`src/rtl/s100_ex_pkg.sv`:
```
// ---------------------------------------------------------------------------
// s100_ex_pkg
// Shared definitions for the S-100 bus exerciser:
//   - address pattern modes (up, down, walking-one, hold)
//   - bus cycle FSM state enum (IDLE, T1, T2, T3)
//   - active-low seven-segment digit patterns (gfedcba) for the mode display
// ---------------------------------------------------------------------------
package s100_ex_pkg;

  // Address pattern selected by the mode input
  typedef enum logic [1:0] {
    MODE_UP   = 2'd0,
    MODE_DOWN = 2'd1,
    MODE_WALK = 2'd2,
    MODE_HOLD = 2'd3
  } exMode_t;

  // One bus cycle is T1 -> T2 -> T3, then back to IDLE
  typedef enum logic [1:0] {
    IDLE = 2'd0,
    T1   = 2'd1,
    T2   = 2'd2,
    T3   = 2'd3
  } busState_t;

  // Active-low segment patterns, bit order gfedcba
  localparam logic [6:0] SEG7_DIGIT0 = 7'b1000000;
  localparam logic [6:0] SEG7_DIGIT1 = 7'b1111001;
  localparam logic [6:0] SEG7_DIGIT2 = 7'b0100100;
  localparam logic [6:0] SEG7_DIGIT3 = 7'b0110000;

  // Map a mode to its display digit
  function automatic logic [6:0] seg7Digit(input exMode_t m);
    case (m)
      MODE_UP:   seg7Digit = SEG7_DIGIT0;
      MODE_DOWN: seg7Digit = SEG7_DIGIT1;
      MODE_WALK: seg7Digit = SEG7_DIGIT2;
      default:   seg7Digit = SEG7_DIGIT3;
    endcase
  endfunction

endpackage

```
`src/rtl/s100_prescaler.sv`:
```
// ---------------------------------------------------------------------------
// s100_prescaler
// Down-counter that produces a one-clock tick every div_sel+1 clocks.
// Ports:
//   i_clk    in  1      clock, rising edge
//   i_rstN   in  1      synchronous active-low reset (loads div_sel)
//   div_sel  in  DIV_W  reload value; 0 gives a tick on every clock
//   tick     out 1      high for the clock in which the counter sits at 0
// ---------------------------------------------------------------------------
module s100_prescaler #(
  parameter int DIV_W = 16
) (
  input  logic             i_clk,
  input  logic             i_rstN,
  input  logic [DIV_W-1:0] div_sel,
  output logic             tick
);

  localparam logic [DIV_W-1:0] ONE = {{(DIV_W-1){1'b0}}, 1'b1};

  logic [DIV_W-1:0] r_count;

  // The tick is the zero condition itself, so the clock that reloads is the tick clock
  assign tick = (r_count == '0);

  // Count down to zero, then reload from div_sel
  always_ff @(posedge i_clk) begin
    if (!i_rstN) begin
      r_count <= div_sel;
    end else if (r_count == '0) begin
      r_count <= div_sel;
    end else begin
      r_count <= r_count - ONE;
    end
  end

endmodule

```
`src/rtl/s100_bus_exerciser.sv`:
```
// ---------------------------------------------------------------------------
// s100_bus_exerciser
// Generates repeating S-100 bus cycles (T1/T2/T3) paced by a prescaler, with
// an address that steps through a selectable pattern after every cycle.
// Optional feature macro: BUS_WRITE_EN (alternate read / write cycles).
// Ports:
//   pll0_2MHz       in   1       sole clock
//   n_reset         in   1       synchronous active-low reset
//   n_boardReset    in   1       push-button reset, combined with n_reset
//   pll0_LOCKED     in   1       PLL lock; low blocks new cycles
//   run             in   1       allows new bus cycles to start
//   mode            in   2       0 up, 1 down, 2 walking-one, 3 hold
//   div_sel         in   DIV_W   tick period minus one
//   S100adr         out  ADDR_W  bus address
//   pSYNC/pSTVAL/pDBIN/n_pWR/sMWRT  out 1  bus strobes (registered)
//   F_add_oe/F_bus_stat_oe/F_bus_ctl_oe out 1  active-low driver enables
//   SBCLEDS         out  8       active-low view of the top address byte
//   seg7            out  7       active-low mode digit
//   seg7_dp         out  1       heartbeat
//   boardActive     out  1       lock status delayed one clock
//   cycle_done      out  1       one-clock pulse after each completed cycle
//   overrun         out  1       sticky: a tick was lost
// ---------------------------------------------------------------------------
module s100_bus_exerciser
  import s100_ex_pkg::*;
#(
  parameter int ADDR_W = 20,
  parameter int DIV_W  = 16,
  parameter int HB_W   = 20
) (
  input  logic              pll0_2MHz,
  input  logic              n_reset,
  input  logic              n_boardReset,
  input  logic              pll0_LOCKED,
  input  logic              run,
  input  logic [1:0]        mode,
  input  logic [DIV_W-1:0]  div_sel,
  output logic [ADDR_W-1:0] S100adr,
  output logic              pSYNC,
  output logic              pSTVAL,
  output logic              pDBIN,
  output logic              n_pWR,
  output logic              sMWRT,
  output logic              F_add_oe,
  output logic              F_bus_stat_oe,
  output logic              F_bus_ctl_oe,
  output logic [7:0]        SBCLEDS,
  output logic [6:0]        seg7,
  output logic              seg7_dp,
  output logic              boardActive,
  output logic              cycle_done,
  output logic              overrun
);

  localparam logic [ADDR_W-1:0] ADR_ONE = {{(ADDR_W-1){1'b0}}, 1'b1};
  localparam logic [HB_W:0]     HB_ONE  = {{HB_W{1'b0}}, 1'b1};

  logic              w_rstN;
  logic              w_tick;
  logic              w_start;
  busState_t         r_state;
  exMode_t           r_modeLat;
  logic [ADDR_W-1:0] r_adr;
  logic              r_pending;
  logic              r_overrun;
  logic              r_done;
  logic              r_sync;
  logic              r_stval;
  logic              r_dbin;
  logic              r_enN;
  logic              r_active;
  logic [HB_W:0]     r_hb;
`ifdef BUS_WRITE_EN
  logic              r_odd;
  logic              r_nWr;
  logic              r_mwrt;
`endif

  // Either reset source holds the whole block in reset
  assign w_rstN = n_reset & n_boardReset;

  s100_prescaler #(.DIV_W(DIV_W)) u_prescaler (
    .i_clk  (pll0_2MHz),
    .i_rstN (w_rstN),
    .div_sel(div_sel),
    .tick   (w_tick)
  );

  // Next address for the latched pattern; walking-one recovers from any
  // non-one-hot value (including zero) by restarting at bit 0
  function automatic logic [ADDR_W-1:0] nextAdr(input exMode_t m,
                                                input logic [ADDR_W-1:0] a);
    case (m)
      MODE_UP:   nextAdr = a + ADR_ONE;
      MODE_DOWN: nextAdr = a - ADR_ONE;
      MODE_WALK: nextAdr = $onehot(a) ? {a[ADDR_W-2:0], a[ADDR_W-1]} : ADR_ONE;
      default:   nextAdr = a;
    endcase
  endfunction

  assign w_start = (r_state == IDLE) && (w_tick || r_pending) && run && pll0_LOCKED;

  // Bus cycle sequencer: strobes are registered alongside the state so each
  // one is valid for exactly the state it belongs to. A tick that lands
  // while a cycle is busy is remembered once; a second one marks overrun.
  always_ff @(posedge pll0_2MHz) begin
    if (!w_rstN) begin
      r_state   <= IDLE;
      r_modeLat <= MODE_UP;
      r_adr     <= '0;
      r_pending <= 1'b0;
      r_overrun <= 1'b0;
      r_done    <= 1'b0;
      r_sync    <= 1'b0;
      r_stval   <= 1'b1;
      r_dbin    <= 1'b0;
`ifdef BUS_WRITE_EN
      r_odd     <= 1'b0;
      r_nWr     <= 1'b1;
      r_mwrt    <= 1'b0;
`endif
    end else begin
      r_done <= 1'b0;
      case (r_state)
        IDLE: begin
          if (w_start) begin
            r_state   <= T1;
            r_sync    <= 1'b1;
            r_modeLat <= exMode_t'(mode);
          end
        end
        T1: begin
          r_state <= T2;
          r_sync  <= 1'b0;
          r_stval <= 1'b0;
        end
        T2: begin
          r_state <= T3;
          r_stval <= 1'b1;
`ifdef BUS_WRITE_EN
          if (r_odd) begin
            r_nWr  <= 1'b0;
            r_mwrt <= 1'b1;
          end else begin
            r_dbin <= 1'b1;
          end
`else
          r_dbin  <= 1'b1;
`endif
        end
        default: begin
          r_state <= IDLE;
          r_dbin  <= 1'b0;
          r_adr   <= nextAdr(r_modeLat, r_adr);
          r_done  <= 1'b1;
`ifdef BUS_WRITE_EN
          r_nWr   <= 1'b1;
          r_mwrt  <= 1'b0;
          r_odd   <= ~r_odd;
`endif
        end
      endcase

      if (r_state == IDLE) begin
        if (w_start) begin
          r_pending <= 1'b0;
        end
      end else if (w_tick && run) begin
        if (r_pending) begin
          r_overrun <= 1'b1;
        end else begin
          r_pending <= 1'b1;
        end
      end
    end
  end

  // Driver enables follow lock one clock late; lock status and heartbeat
  always_ff @(posedge pll0_2MHz) begin
    r_active <= pll0_LOCKED;
    if (!w_rstN) begin
      r_enN <= 1'b1;
      r_hb  <= '0;
    end else begin
      r_enN <= ~pll0_LOCKED;
      r_hb  <= r_hb + HB_ONE;
    end
  end

  assign S100adr       = r_adr;
  assign pSYNC         = r_sync;
  assign pSTVAL        = r_stval;
  assign pDBIN         = r_dbin;
`ifdef BUS_WRITE_EN
  assign n_pWR         = r_nWr;
  assign sMWRT         = r_mwrt;
`else
  assign n_pWR         = 1'b1;
  assign sMWRT         = 1'b0;
`endif
  assign F_add_oe      = r_enN;
  assign F_bus_stat_oe = r_enN;
  assign F_bus_ctl_oe  = r_enN;
  assign SBCLEDS       = ~r_adr[ADDR_W-1 -: 8];
  assign seg7          = seg7Digit(exMode_t'(mode));
  assign seg7_dp       = r_hb[HB_W];
  assign boardActive   = r_active;
  assign cycle_done    = r_done;
  assign overrun       = r_overrun;

endmodule

```
`config.mk`:
```
export PLATFORM = sky130hd
export DESIGN_NAME = s100_bus_exerciser
export DESIGN_NICKNAME = d
export VERILOG_FILES = /design/src/rtl/s100_ex_pkg.sv /design/src/rtl/s100_prescaler.sv /design/src/rtl/s100_bus_exerciser.sv
export SDC_FILE = /design/constraint.sdc
export NUM_CORES = 1
export LEC_CHECK = 0
export CORE_ASPECT_RATIO = 0.6
export CORE_MARGIN = 1.5
export CORE_UTILIZATION = 47
export DETAILED_ROUTE_END_ITERATION = 7
export PLACE_DENSITY = 0.8
export SYNTH_ARGS = -nofsm -noshare
export SYNTH_HDL_FRONTEND = slang
export SYNTH_HIERARCHICAL = 1
export SYNTH_SLANG_ARGS = --single-unit
```
`constraint.sdc`:
```
create_clock -name pll0_2MHz -period 8.2 [get_ports pll0_2MHz]
set_clock_uncertainty 0.15 [all_clocks]
set_input_delay 0.82 -clock pll0_2MHz [delete_from_list [all_inputs] [get_ports pll0_2MHz]]
set_output_delay 0.82 -clock pll0_2MHz [all_outputs]
set_load 0.005 [all_outputs]
```
; Yosys cells after proc, flatten, opt, wreduce, memory -nomap -nowiden
; Cells that the tools add are included.
; Widths: inputs -> output; s select.
[totals]
reg_bits = 69
latch_bits = 0
mem_bits_rw = 0
romBits = 0
output_inout_bits = 47
n_memories = 0
[op_classes]
addsub = 23
mul = 0
n_div = 0
n_lt_le_gt_ge = 0
eq_ne = 8
n_shift = 0
muxes = 15
n_bitwise = 5
n_reduce_logical = 20
[ops]
columns = cell, count
row1 = $pmux 20 s3, 1
row2 = $mux 16, 2
row3 = $add 21x1->21 const B, 1
row4 = $pmux 7 s3, 1
row5 = $add 1x1->2, 10
row6 = $add 20x1->20 const B, 1
row7 = $mux 20, 1
row8 = $sub 20x1->20 const B, 1
row9 = $logic_not 16->1, 1
row10 = $sub 16x1->16 const B, 1
row11 = $add 2x2->3, 5
row12 = $add 3x3->4, 2
row13 = $not 8->8, 1
row14 = $reduce_and 2->1, 4
row15 = $eq 2x1->1 const B, 3
row16 = $eq 2x2->1 const B, 3
row17 = $logic_not 2->1, 3
row18 = $pmux 1 s2, 3
row19 = $pmux 2 s3, 1
row20 = $reduce_bool 2->1, 3
row21 = $add 4x4->5, 1
row22 = $add 5x3->5, 1
row23 = $eq 5x1->1 const B, 1
row24 = $mux 1, 5
row25 = 10 further kinds, 15

; Depth between registers and ports, before layout
[depth]
ltp_word = 8
mapped_depth = 17

; By module
; Netlist, hierarchy kept.
[modules_own_cells]
columns = mod, instances, cells_per_inst, area_each_um2, seq_area_each_um2
row1 = s100_bus_exerciser, 1, 467, 3824.9, 1061.0
row2 = s100_prescaler, 1, 91, 904.6, 320.3

; Least setup slack after synthesis
; OpenSTA, ideal clock, no wires.
[synth_timing]
kind = register -> register
from = register r_adr[5] (netlist: S100adr[5])
to = register r_adr[16] (netlist: S100adr[16])
setup_ps = 92
arrival_ps = 4938
path_slack_ps = 3020
stages_incl_launch_ff = 18
synth_period_minus_slack_ps = 5180
path_cell_list = dfxtp_1 -> inv_1 -> fa_1 -> inv_1 -> fa_1 -> fa_1 -> fa_1 -> inv_1 -> fa_1 -> inv_1 -> ha_1 -> fa_1 -> nor4b_1 -> o211ai_1 -> nor2_1 -> buf_2 -> a21oi_1 -> o32ai_1
[synth_via]
elab_chain_cells = 8
word_cells_on_any_way = 10
[synth_lines]
columns = item, line_no
row1 = "start, declared", s100_bus_exerciser.sv:63  ; logic [ADDR_W-1:0] r_adr;
row2 = "start signal, assigned", s100_bus_exerciser.sv:154  ; r_adr <= nextAdr(r_modeLat, r_adr);
row3 = $add 1x1->2 (not written as such), s100_bus_exerciser.sv:96  ; MODE_WALK: nextAdr = $onehot(a) ? {a[ADDR_W-2:0], a[ADDR_W-1]} : ADR_ONE;
row4 = $add 2x2->3 (not written as such), s100_bus_exerciser.sv:96
row5 = $add 3x3->4 (not written as such), s100_bus_exerciser.sv:96
row6 = $add 4x4->5 (not written as such), s100_bus_exerciser.sv:96
row7 = $add 5x3->5 (not written as such), s100_bus_exerciser.sv:96
row8 = $eq 5x1->1, s100_bus_exerciser.sv:96
row9 = $mux 20, s100_bus_exerciser.sv:96
row10 = $pmux 20 s3 *, s100_bus_exerciser.sv:93  ; case (m)
; Every way passes the cells marked *; elsewhere a longest branch is shown, timed or not.
; A chain may end at the register's enable or synchronous reset.

; Final worst setup path
[layout_timing]
from = register r_adr[5] (netlist: S100adr[5])
to = register r_adr[17] (netlist: S100adr[17])
; Same word-level chain as after synthesis.

==> flow_metrics.env <==
export IMPL_status="finished clean"
export IMPL_cts_max_level=3
export IMPL_antenna_found_initial=0
export IMPL_start_util_pct=48.2
export IMPL_clk_latency_ns=0.35
export IMPL_final_util_pct=58.4
export IMPL_syn_to_final_growth_pct=21.1
export IMPL_ys_ff_latch=69
export IMPL_yosysWarnings=6
export IMPL_critPathLaunch="S100adr[5]"
export IMPL_crit_end="S100adr[17]"
export IMPL_synth_top_area_share_pct=29.2
export IMPL_clkSinkCount=69
export IMPL_die_area_mm2=0.0107
export IMPL_die_h_um=80.7
export IMPL_drt_iter0_drc=359
export IMPL_slew_headroom_pct=10.1
export IMPL_rsz0062_at_grt="no"
export IMPL_n_fill_cell=853
export IMPL_clockBufferDepth=2
export IMPL_final_cell_mix="dfxtp_1 (69), clkdlybuf4s50_1 (66), nor2_1 (59)"
export IMPL_syn_inst=558
export IMPL_finalSetupTns_ns=0
export IMPL_grt_ovfl_total=0
export IMPL_root_buffer="clkbuf_16"
export IMPL_r2r_start="S100adr[5]"
export IMPL_min_path_type="reg2reg"
export IMPL_yosysUniqueCellTypes=63
export IMPL_syn_area_mm2=0.00473
export IMPL_fin_crit_ns=6.14
export IMPL_path_class="reg2reg"
export IMPL_total_power_uw=811
export IMPL_synth_area_top_cells="dfxtp_1 (29%), ha_1 (8.5%), fa_1 (6.3%), nor2_1 (4.7%), xnor2_1 (4.3%)"
export IMPL_cp_arrival_ns=6.23
export IMPL_clk_pin_slew_ns=0.06
export IMPL_rows=28
export IMPL_hold_viol=0
export IMPL_worstReg2RegEnd="S100adr[17]"
export IMPL_r2r_setup_slack_ns=2.06
export IMPL_place_congestion=0.890
export IMPL_synthArstFlopShare_pct=0
export IMPL_path_max_fanout=19
export IMPL_final_setup_viol_count=0
export IMPL_avgSynthCellArea_um2=8.48
export IMPL_routed_wl_mm=12.2
export IMPL_cts_buffers=9
export IMPL_synth_top_area_cell="dfxtp_1"
export IMPL_finalCritPeriodShare_pct=74.8
export IMPL_critPathLaunchType="register"
export IMPL_layout_commonest_cell="dfxtp_1"
export IMPL_max_slew_worst_pin_slew_ns=1.34
export IMPL_critPathCaptureType="register"
export IMPL_cts_hold_buf=0
export IMPL_synth_edf_count=0
export IMPL_grt_pass1_wl_mm=19.7
export IMPL_post_cts_resized=0
export IMPL_synth_main_ff_cell="dfxtp_1"
export IMPL_coreArea_mm2=0.00981
export IMPL_cts_tree="yes"
export IMPL_grt_max_degree=46
export IMPL_fmax_mhz=163
export IMPL_final_layout_size_suffix_gt1_share_pct=5.71
export IMPL_p_leak_uw=0.00239
export IMPL_slew_viol_final=0
export IMPL_reg2reg_depth=17
export IMPL_die_x_um=133
export IMPL_vdd_drop_max_mv=0.105
export IMPL_dp_final_hpwl_mm=8.95
export IMPL_drt_vias_per_instance=5.77
export IMPL_final_nets=678
export IMPL_port_buffers=66
export IMPL_maxCapViolCount=0
export IMPL_power_density_mw_per_mm2=142
export IMPL_dr_pass1_iters=4
export IMPL_drcViolationCount=0
export IMPL_postCtsSetupBuffers=0
export IMPL_antenna_cells=0
export IMPL_via_count=4314
export IMPL_grt_util_all_layers_pct=23.4
export IMPL_grt_pass1_vias=4062
export IMPL_yosysSeqAreaShare_pct=29.2
export IMPL_required_ns=8.30
export IMPL_ioPinCount=70
export IMPL_wire_per_inst_um=16.3
export IMPL_drtAntennaViolNets=0
## power by group
group	switching, uW	leakage (uW)	total (uW)	internal, uW
clock network	166	0.000149	406	240
registers	10.9	0.000563	355	344
logic	21.4	0.00168	49.8	28.4
## stage by stage
| step | setup slack [ns] | hold slack (ns) | area, um2 | std cells |
|---|---|---|---|---|
| 6_report | 2.06 | 0.331 | 5730 | 748 |
| 5_1_grt | 1.69 | 0.356 | 5730 | 748 |
| 4_1_cts | 2.14 | 0.329 | 5730 | 748 |
| 3_5_place_dp | 2.14 | 0.312 | 5420 | 732 |
| 3_3_place_gp | 2.38 | 0.302 | 5420 | 732 |
| 2_1_floorplan | 3.02 | 0.288 | 4730 | 559 |
## synthesized netlist by cell type (all sizes together), types with 9 or more instances
library cell   n
a211oi        10
a21o          10
a21oi         37
a221oi        12
a31oi         10
and3          12
buf           10
clkbuf        19
dfxtp         69
fa            15
ha            32
inv           44
mux2           9
nand2         37
nand3         20
nor2          60
nor3          11
o21ai         20
xnor2         23
xor2          18
## worst min path at each step
stage / start / slack, ns / depth (start not counted) / to
after floorplan: r_hb[0] / 0.29 / 1 / r_hb[0]
after global placement: r_hb[0] / 0.30 / 1 / r_hb[0]
after detailed placement: r_hb[0] / 0.31 / 1 / r_hb[0]
after CTS: r_hb[0] / 0.33 / 1 / r_hb[0]
after global routing: r_hb[0] / 0.36 / 1 / r_hb[0]
final: r_hb[0] / 0.33 / 1 / r_hb[0]
## routing by layer
layer	vias up	GRT usage [%]	part of all wire (%)
li1	2064	-	-
met1	2045	31.0	46
met2	173	37.3	44
met3	32	6.12	7.4
met4	0	8.46	2.0
met5	-	0	0
## registers in the layout, indices dropped and copies added (netlist names), 2 cells and up
register,cells
S100adr,20
r_hb,21
r_modeLat,2
r_state,2
u_prescaler/r_count,16
## cell families after synthesis
family	share of synthesized area, %
simple gates	19.8
fa+ha+maj	14.8
buf+inv	6.72
flops	29.2
mux	3.52
other cells	0.159
compound gates	18.2
xor+xnor	7.59
## critical path: stages, from the launching register on
cell,delay [ns]
dfxtp_1,0.39
inv_1,0.10
fa_1,0.53
inv_1,0.05
fa_1,0.46
fa_1,0.51
fa_1,0.51
inv_1,0.05
fa_1,0.47
inv_1,0.04
ha_1,0.20
fa_1,0.44
nor4b_1,0.32
o211ai_1,0.21
nor2_1,1.05
a22o_1,0.32
nand4b_1,0.13
o311ai_1,0.11
## final cells by class
class / count / area, um2 / share of cell area (%)
Multi-Input combinational cell: 416 / 3030 / 53.0
Sequential cell: 69 / 1380 / 24.1
Timing Repair Buffer: 67 / 668 / 11.7
Clock buffer: 9 / 225 / 3.93
Inverter: 45 / 169 / 2.95
Tap cell: 135 / 169 / 2.95
Clock inverter: 7 / 80.1 / 1.40
No activity file was read; power rests on OpenSTA's default activity.
